===== src/rtl/onchip_memory_arbiter_pkg.sv =====
// Shared types and default sizing for the two-port on-chip RAM arbiter.
// Latency: n/a (types and constants only).
// Backpressure: n/a.
package onchip_memory_arbiter_pkg;

  localparam int ADDR_W_DEF = 12;
  localparam int DATA_W_DEF = 32;
  localparam int DEPTH_DEF  = 3072;

  // ARB: ports arbitrate for the RAM; FILL: fill engine owns the RAM.
  typedef enum logic {
    ARB  = 1'b0,
    FILL = 1'b1
  } state_e;

  typedef enum logic {
    PORT_S1 = 1'b0,
    PORT_S2 = 1'b1
  } port_e;

endpackage


===== src/rtl/onchip_memory_arbiter_rr.sv =====
// Two-way round-robin arbiter with a combinational one-hot grant.
// Latency: grant in the same cycle as the request; pointer updates on the clock.
// Backpressure: en_i=0 suppresses all grants and freezes the pointer.
//
// Ports:
//   clk, rst_n   clock, asynchronous active-low reset (pointer -> PORT_S1)
//   en_i         grants allowed this cycle
//   req_i[1:0]   requests, bit 0 = s1, bit 1 = s2
//   gnt_o[1:0]   one-hot grant, same bit order as req_i
module rr_arbiter_2
  import onchip_memory_arbiter_pkg::*;
(
  input  logic       clk,
  input  logic       rst_n,
  input  logic       en_i,
  input  logic [1:0] req_i,
  output logic [1:0] gnt_o
);

  port_e ptr_q, ptr_d;

  always_comb begin
    gnt_o = 2'b00;
    ptr_d = ptr_q;
    if (en_i) begin
      case (req_i)
        2'b01:   gnt_o = 2'b01;
        2'b10:   gnt_o = 2'b10;
        2'b11:   gnt_o = (ptr_q == PORT_S1) ? 2'b01 : 2'b10;
        default: gnt_o = 2'b00;
      endcase
      // Winner yields priority to the other port next time.
      if (gnt_o[0]) begin
        ptr_d = PORT_S2;
      end else if (gnt_o[1]) begin
        ptr_d = PORT_S1;
      end
    end
  end

  always_ff @(posedge clk or negedge rst_n) begin
    if (!rst_n) begin
      ptr_q <= PORT_S1;
    end else begin
      ptr_q <= ptr_d;
    end
  end

endmodule


===== src/rtl/onchip_memory_arbiter.sv =====
// Shares one single-port RAM between two Avalon-MM slaves (round-robin) and
// provides a fill engine that writes a constant to every implemented word.
// Latency: grant/write in the request cycle; readdatavalid one cycle after the
// accepted read. Backpressure: waitrequest=1 for the losing port, and for both
// ports during reset and throughout a fill (DEPTH cycles).
//
// Ports:
//   clk, reset_n          clock, asynchronous active-low reset
//   s1_* / s2_*           Avalon-MM slave ports (address, byteenable, chipselect,
//                         read, write, writedata, readdata, readdatavalid,
//                         waitrequest)
//   fill_start/value      fill request pulse and constant to write
//   fill_busy/done        fill in progress / one-cycle completion pulse
//   mem_*                 RAM master side; mem_readdata arrives one cycle late
module onchip_memory_arbiter
  import onchip_memory_arbiter_pkg::*;
#(
  parameter int ADDR_W = ADDR_W_DEF,
  parameter int DATA_W = DATA_W_DEF,
  parameter int DEPTH  = DEPTH_DEF
) (
  input  logic                clk,
  input  logic                reset_n,

  input  logic [ADDR_W-1:0]   s1_address,
  input  logic [DATA_W/8-1:0] s1_byteenable,
  input  logic                s1_chipselect,
  input  logic                s1_read,
  input  logic                s1_write,
  input  logic [DATA_W-1:0]   s1_writedata,
  output logic [DATA_W-1:0]   s1_readdata,
  output logic                s1_readdatavalid,
  output logic                s1_waitrequest,

  input  logic [ADDR_W-1:0]   s2_address,
  input  logic [DATA_W/8-1:0] s2_byteenable,
  input  logic                s2_chipselect,
  input  logic                s2_read,
  input  logic                s2_write,
  input  logic [DATA_W-1:0]   s2_writedata,
  output logic [DATA_W-1:0]   s2_readdata,
  output logic                s2_readdatavalid,
  output logic                s2_waitrequest,

  input  logic                fill_start,
  input  logic [DATA_W-1:0]   fill_value,
  output logic                fill_busy,
  output logic                fill_done,

  output logic [ADDR_W-1:0]   mem_address,
  output logic [DATA_W/8-1:0] mem_byteenable,
  output logic                mem_chipselect,
  output logic                mem_write,
  output logic [DATA_W-1:0]   mem_writedata,
  output logic                mem_clken,
  input  logic [DATA_W-1:0]   mem_readdata
);

  // Fill stops at the last implemented word, not at the top of the address space.
  localparam logic [ADDR_W-1:0] LAST_ADDR = ADDR_W'(DEPTH - 1);

  state_e              state_q, state_d;
  logic [ADDR_W-1:0]   cnt_q, cnt_d;
  logic [DATA_W-1:0]   fval_q, fval_d;
  logic                done_q, done_d;
  logic                rdv1_q, rdv1_d;
  logic                rdv2_q, rdv2_d;

  logic                s1_req, s2_req;
  logic                arb_en;
  logic [1:0]          gnt;

  assign s1_req = s1_chipselect & (s1_read | s1_write);
  assign s2_req = s2_chipselect & (s2_read | s2_write);

  // Gating with reset_n keeps both ports stalled while reset is held, even
  // though the grant path is purely combinational.
  assign arb_en = reset_n && (state_q == ARB);

  rr_arbiter_2 u_arb (
    .clk   (clk),
    .rst_n (reset_n),
    .en_i  (arb_en),
    .req_i ({s2_req, s1_req}),
    .gnt_o (gnt)
  );

  always_comb begin
    state_d        = state_q;
    cnt_d          = cnt_q;
    fval_d         = fval_q;
    done_d         = 1'b0;
    // Read+write together is a write: no read response.
    rdv1_d         = gnt[0] & s1_read & ~s1_write;
    rdv2_d         = gnt[1] & s2_read & ~s2_write;
    s1_waitrequest = ~gnt[0];
    s2_waitrequest = ~gnt[1];
    mem_chipselect = 1'b0;
    mem_write      = 1'b0;
    mem_address    = s1_address;
    mem_byteenable = s1_byteenable;
    mem_writedata  = s1_writedata;

    case (state_q)
      ARB: begin
        if (gnt[1]) begin
          mem_address    = s2_address;
          mem_byteenable = s2_byteenable;
          mem_writedata  = s2_writedata;
        end
        if (gnt != 2'b00) begin
          mem_chipselect = 1'b1;
          mem_write      = gnt[0] ? s1_write : s2_write;
        end
        // The access granted in this cycle still completes normally.
        if (fill_start) begin
          state_d = FILL;
          cnt_d   = '0;
          fval_d  = fill_value;
        end
      end
      FILL: begin
        mem_chipselect = 1'b1;
        mem_write      = 1'b1;
        mem_address    = cnt_q;
        mem_byteenable = '1;
        mem_writedata  = fval_q;
        if (cnt_q == LAST_ADDR) begin
          state_d = ARB;
          done_d  = 1'b1;
        end else begin
          cnt_d = cnt_q + ADDR_W'(1);
        end
      end
      default: state_d = ARB;
    endcase
  end

  always_ff @(posedge clk or negedge reset_n) begin
    if (!reset_n) begin
      state_q <= ARB;
      cnt_q   <= '0;
      fval_q  <= '0;
      done_q  <= 1'b0;
      rdv1_q  <= 1'b0;
      rdv2_q  <= 1'b0;
    end else begin
      state_q <= state_d;
      cnt_q   <= cnt_d;
      fval_q  <= fval_d;
      done_q  <= done_d;
      rdv1_q  <= rdv1_d;
      rdv2_q  <= rdv2_d;
    end
  end

  // RAM data arrives one cycle after the address, aligned with the valid flags.
  assign s1_readdata      = mem_readdata;
  assign s2_readdata      = mem_readdata;
  assign s1_readdatavalid = rdv1_q;
  assign s2_readdatavalid = rdv2_q;
  assign fill_busy        = (state_q == FILL);
  assign fill_done        = done_q;
  assign mem_clken        = 1'b1;

endmodule


===== config.mk =====
export PLATFORM = sky130hd
export DESIGN_NAME = onchip_memory_arbiter
export DESIGN_NICKNAME = d
export VERILOG_FILES = /design/src/rtl/onchip_memory_arbiter_pkg.sv /design/src/rtl/onchip_memory_arbiter_rr.sv /design/src/rtl/onchip_memory_arbiter.sv
export SDC_FILE = /design/constraint.sdc
export NUM_CORES = 1
export LEC_CHECK = 0
export CAP_MARGIN = 25
export CORE_AREA = 2 2 111 113
export CTS_CLUSTER_DIAMETER = 200
export DETAILED_ROUTE_END_ITERATION = 12
export DIE_AREA = 0 0 113 115
export PLACE_DENSITY_LB_ADDON = 0.08
export SYNTH_ARGS = -nofsm -noshare
export SYNTH_HDL_FRONTEND = slang
export SYNTH_SLANG_ARGS = --single-unit

===== constraint.sdc =====
create_clock -name clk -period 1.9 [get_ports clk]
set_input_delay 0.38 -clock clk [delete_from_list [all_inputs] [get_ports clk]]
set_output_delay 0.38 -clock clk [all_outputs]
set_load 0.05 [all_outputs]

Yosys cells after proc, flatten, opt, wreduce, memory -nomap -nowiden
Cells that the tools add are included.

Input bits: 169. Bits in registers: 49. Output and inout bits: 121. Memories: 0. Bits in latches: 0. Bits in read-only memories: 0. Word-level logic and storage cells: 58. Bits in writable memories: 0.

Multiply operators: 0. Equal/unequal tests: 6. Add/sub/neg operators: 1. Bitwise operators: 13. Mux-type cells: 25. Reduce and logical (&&, ||, !) cells: 6. Shifts and indexed selects: 0. Divide/modulo/power cells: 0. Magnitude comparators: 0.

Operator list (number): $pmux 32 s2 (1); $pmux 12 s2 (2); $mux 12 (3); $mux 32 (1); $add 12x1->12 const B (1); $eq 12x12->1 const B (1); $mux 1 (9); $pmux 4 s2 (1); $and 1x1->1 (6); $mux 2 (3); $pmux 1 s2 (3); $pmux 2 s3 (1); $reduce_and 2->1 (3); $not 1->1 (5); $eq 2x2->1 const B (2); $mux 4 (1); $ne 2x2->1 const B (2); $reduce_bool 2->1 (2); $eq 2x1->1 const B (1); $or 1x1->1 (2); $logic_and 1x1->1 (1).

Longest topological paths before layout
Word-level depth: 9. Depth in mapped cells: 7. Depth with buffers taken out: 5.

Hierarchy
Synthesis repeated with hierarchy kept, for this count alone.

Cells, all modules: 464. Area total of the unflattened synthesis: 3619.7 µm².

Modules (own cells, without submodules): onchip_memory_arbiter (area each 3558.4 µm², cells an instance 456, instances 1, sequential area each 1201.2 µm²); rr_arbiter_2 (area each 61.3 µm², cells an instance 8, instances 1, sequential area each 25.0 µm²).

Worst setup path before layout
OpenSTA, ideal clock, no wires.

Path type: register -> output. From: register state_q (netlist: fill_busy). To: output mem_address[0]. Data arrival time: 2.316 ns. Path buffers: 3. Data required time: 1.520 ns. Setup slack: -0.796 ns. Stages on the path, launching flop included: 5. Path through: dfrtp_1 > buf_2 > clkbuf_1 > clkbuf_1 > o21ai_0.

Cells in the longest elaborated chain, start to end: 5.

Ends and longest elaborated chain: start: declaration (line onchip_memory_arbiter.sv:62) `state_e state_q, state_d;`; start signal: assignment (line onchip_memory_arbiter.sv:148) `state_q <= state_d;`; $not 1->1 (no line); $logic_and 1x1->1 (line onchip_memory_arbiter.sv:78) `assign arb_en = reset_n && (state_q == ARB);`; $mux 2 (line onchip_memory_arbiter_rr.sv:25) `if (en_i) begin`; $mux 12 (line onchip_memory_arbiter.sv:106) `if (gnt[1]) begin`; $pmux 12 s2 (*) (line onchip_memory_arbiter.sv:104) `case (state_q)`; end: declaration (line onchip_memory_arbiter.sv:50) `output logic [ADDR_W-1:0] mem_address,`.

Mark *: on every way between the ends. The rest lies on a longest branch, timed or not.

Worst setup path in the final report
From: register state_q (netlist: fill_busy). To: output mem_address[11].

Same word-level chain as after synthesis.

==> qor.yml <==
dieArea_um2: 13000
r2r_slack_ns: 0.11
drcViolationCount: 12
min_path_cells: 2
reg2reg_to: "cnt_q[9]"
tightest_slew_ns: 0.6598
nets: 741
grt.total_usage_pct: 17.78
antenna_cells: 0
cts_htree_levels: 2
post-route-util_pct: 55.31
slew_headroom_pct: 56.02
dr.pass1.iters: 9
critPathLaunchType: "flip-flop"
pwr-share-comb_pct: 64.1
grt_pass1_wl_mm: 18.55
r2r_cells: 4
ios: 290
worst_slack_ns: -0.2662
ctsHoldBuffers: 0
end_kind: "output port"
critical_path_peak_fanout: 5
finalCritPeriodShare_pct: 114.0
peakVddDrop_mv: 0.5206
root_buffer: "clkbuf_16"
wl_met3_mm: 1.002
status: "complete, but fails checks"
fmax_mhz: 461.6
hpwlAfterDp_mm: 8.422
antenna_found_initial: 0
syn-cell-area_um2: 3483
top_layer: "met4"
drive_gt1_share_pct: 31.64
vias: 3517
synthTopCellsByArea: "dfrtp_1, buf_4, nand2_1"
fin_skew_ns: 0.003297
port_buffers: 192
clock_latency_ns: 0.28
hold_violations: 0
cts.sinks: 49
cts_buffer_depth: 2
cts_tree: "built"
async_flop_share_pct: 100.0
routedLengthMet1_mm: 5.047
rows: 40
stdcell_area_um2: 6533
drt_iter0_markers: 95
violations: "design-rule violations, negative setup slack"
ys_ff_latch: 49
critical_path_class: "flip-flop to output port"
ant_nets: 0
yosys.area.top_type: "dfrtp_1"
core_um2: 11810
initial_core_util_pct: 29.49
routedWlPerCell_um: 16.85
leakage_nw: 3.049
power.internal_mw: 4.007
rsz0062_at_grt: "yes"
layout_common_cells: "clkdlybuf4s50_1, nand2_1, buf_12, dfrtp_1, a22o_1"
die_x_um: 113
viasPerCell: 4.892
yosysUniqueCellTypes: 37
fillerInstances: 1066
power.switching_mw: 2.550
syn_avg_cell_area_um2: 8.414
hold-path-endpoint: "s2_readdatavalid"
fin_crit_ns: 2.166
cts_buffers: 5
clk_pin_slew_worst_paths_ns: 0.07
synth_top_area_share_pct: 35.20
hold_class: "input port to flip-flop"
grt_max_degree: 54
totalWireLength_mm: 12.12
final_common_cell: "clkdlybuf4s50_1"
dr_wl_met2_mm: 6.012
p_per_area_nw_per_um2: 1004
gp_congestion: 0.7464
yosys_warnings: 0
maxCapViolCount: 0
syn_nets: 584
area_growth_pct: 87.54
die_h_um: 115
arrival_ns: 1.79
crit_required_ns: 1.52
dpl_cell_area_um2: 6076
grt_pass1_vias: 3650
drv_slew: 0
grt_overflow_total: 0
clkPwrFrac_pct: 13.3
ys_seq_area_share_pct: 35.20
synth_enable_flop_cells: 0
p_sw_share_pct: 38.89
r2r-start: "cnt_q[5]"
synth_ff_type: "dfrtp_1"
min-delay-start: "s2_read"
pwr-share-seq_pct: 22.6
syn_inst: 414
setup_violations: 48
-- worst max path at each step --
stage | start | endpoint | slack [ns] | depth (start not counted)
final | fill_busy | mem_address[11] | -0.27 | 6
after global routing | fill_busy | mem_byteenable[2] | -0.31 | 7
after CTS | fill_busy | mem_writedata[18] | -0.35 | 7
after detailed placement | s1_write | mem_writedata[31] | -0.52 | 7
after global placement | s1_write | mem_writedata[16] | -0.50 | 7
after floorplan | fill_busy | mem_address[4] | -0.06 | 7
-- routing by layer --
| layer | up-vias | track usage, % |
|---|---|---|
| met2 | 152 | 31.62 |
| met4 | 0 | 2.927 |
| met3 | 5 | 5.166 |
| met5 | - | 0 |
| met1 | 1666 | 21.80 |
| li1 | 1694 | - |
-- state kept, by name, summed over array words and instances (netlist names) --
register and flops:
fill_busy 1, u_arb.ptr_q 1, fill_done 1, cnt_q 12
fval_q 32, s2_readdatavalid 1, s1_readdatavalid 1
-- metrics by stage --
step	setup TNS [ns]	power (mW)	cells	hold WS (ns)	worst slack, ns
floorplan	-2.058	3.970	414	0.08441	-0.06468
finish	-11.42	6.556	719	0.3454	-0.2662
global placement	-23.33	5.519	696	0.4623	-0.5043
detailed placement	-24.28	5.554	696	0.4662	-0.5246
CTS	-12.79	6.602	718	0.3835	-0.3526
global route	-13.53	6.884	719	0.3560	-0.3087
-- power groups by stage --
stage / Sequential, mW / Combinational [mW] / Clock (mW)
2_1_floorplan: 1.50 / 2.47 / 0
3_3_place_gp: 1.50 / 4.02 / 0
3_5_place_dp: 1.50 / 4.06 / 0
4_1_cts: 1.48 / 4.21 / 0.904
5_1_grt: 1.52 / 4.42 / 0.942
6_report: 1.48 / 4.20 / 0.871
-- cell usage after synthesis (all sizes together) (2+ instances only) --
master,instances
a22o,41
nor3,8
buf,73
nand4,2
and3,8
inv,6
nor2,5
a21o,42
clkbuf,14
and2,2
a211o,5
dfrtp,49
a221o,2
nand2,109
o211a,3
o21ai,8
o21a,2
a21oi,5
nand3,8
a31oi,3
mux2i,6
-- worst max-delay path, stage by stage, from the launching register on --
cell and delay, ns:
dfrtp_2 0.45, nor2b_4 0.14, o211a_4 0.20, nor2_4 0.07, buf_4 0.14, a221o_2 0.35
buf_12 0.16
-- cell families (layout without fill, tap and decap cells) --
group | after synthesis | in the layout | share of synthesized area, %
fa+ha+maj | 1 | 1 | 0.3591
compound gates | 115 | 115 | 26.72
other cells | 1 | 1 | 0.1077
simple gates | 149 | 149 | 18.57
flops | 49 | 49 | 35.20
buf+inv | 93 | 251 | 17.31
mux | 6 | 6 | 1.724
-- area by class of cell --
type	count	area, um^2	share of cell area (%)
clock buffer	6	128.9	1.973
inverter	6	22.52	0.3448
multi-input combinational	272	2009	30.76
tap	147	183.9	2.816
clock inverter	2	10.01	0.1532
timing repair buffer	237	2950	45.16
sequential	49	1227	18.79
-- timing repair --
action | 4_1_cts | 5_1_grt
setup endpoints to repair | 52 | 57
cloned | 5 | 1
gates resized for setup | 38 | 20
pin swaps | 27 | 28
setup buffers | 11 | 3
(Power assumes the default switching activity.)
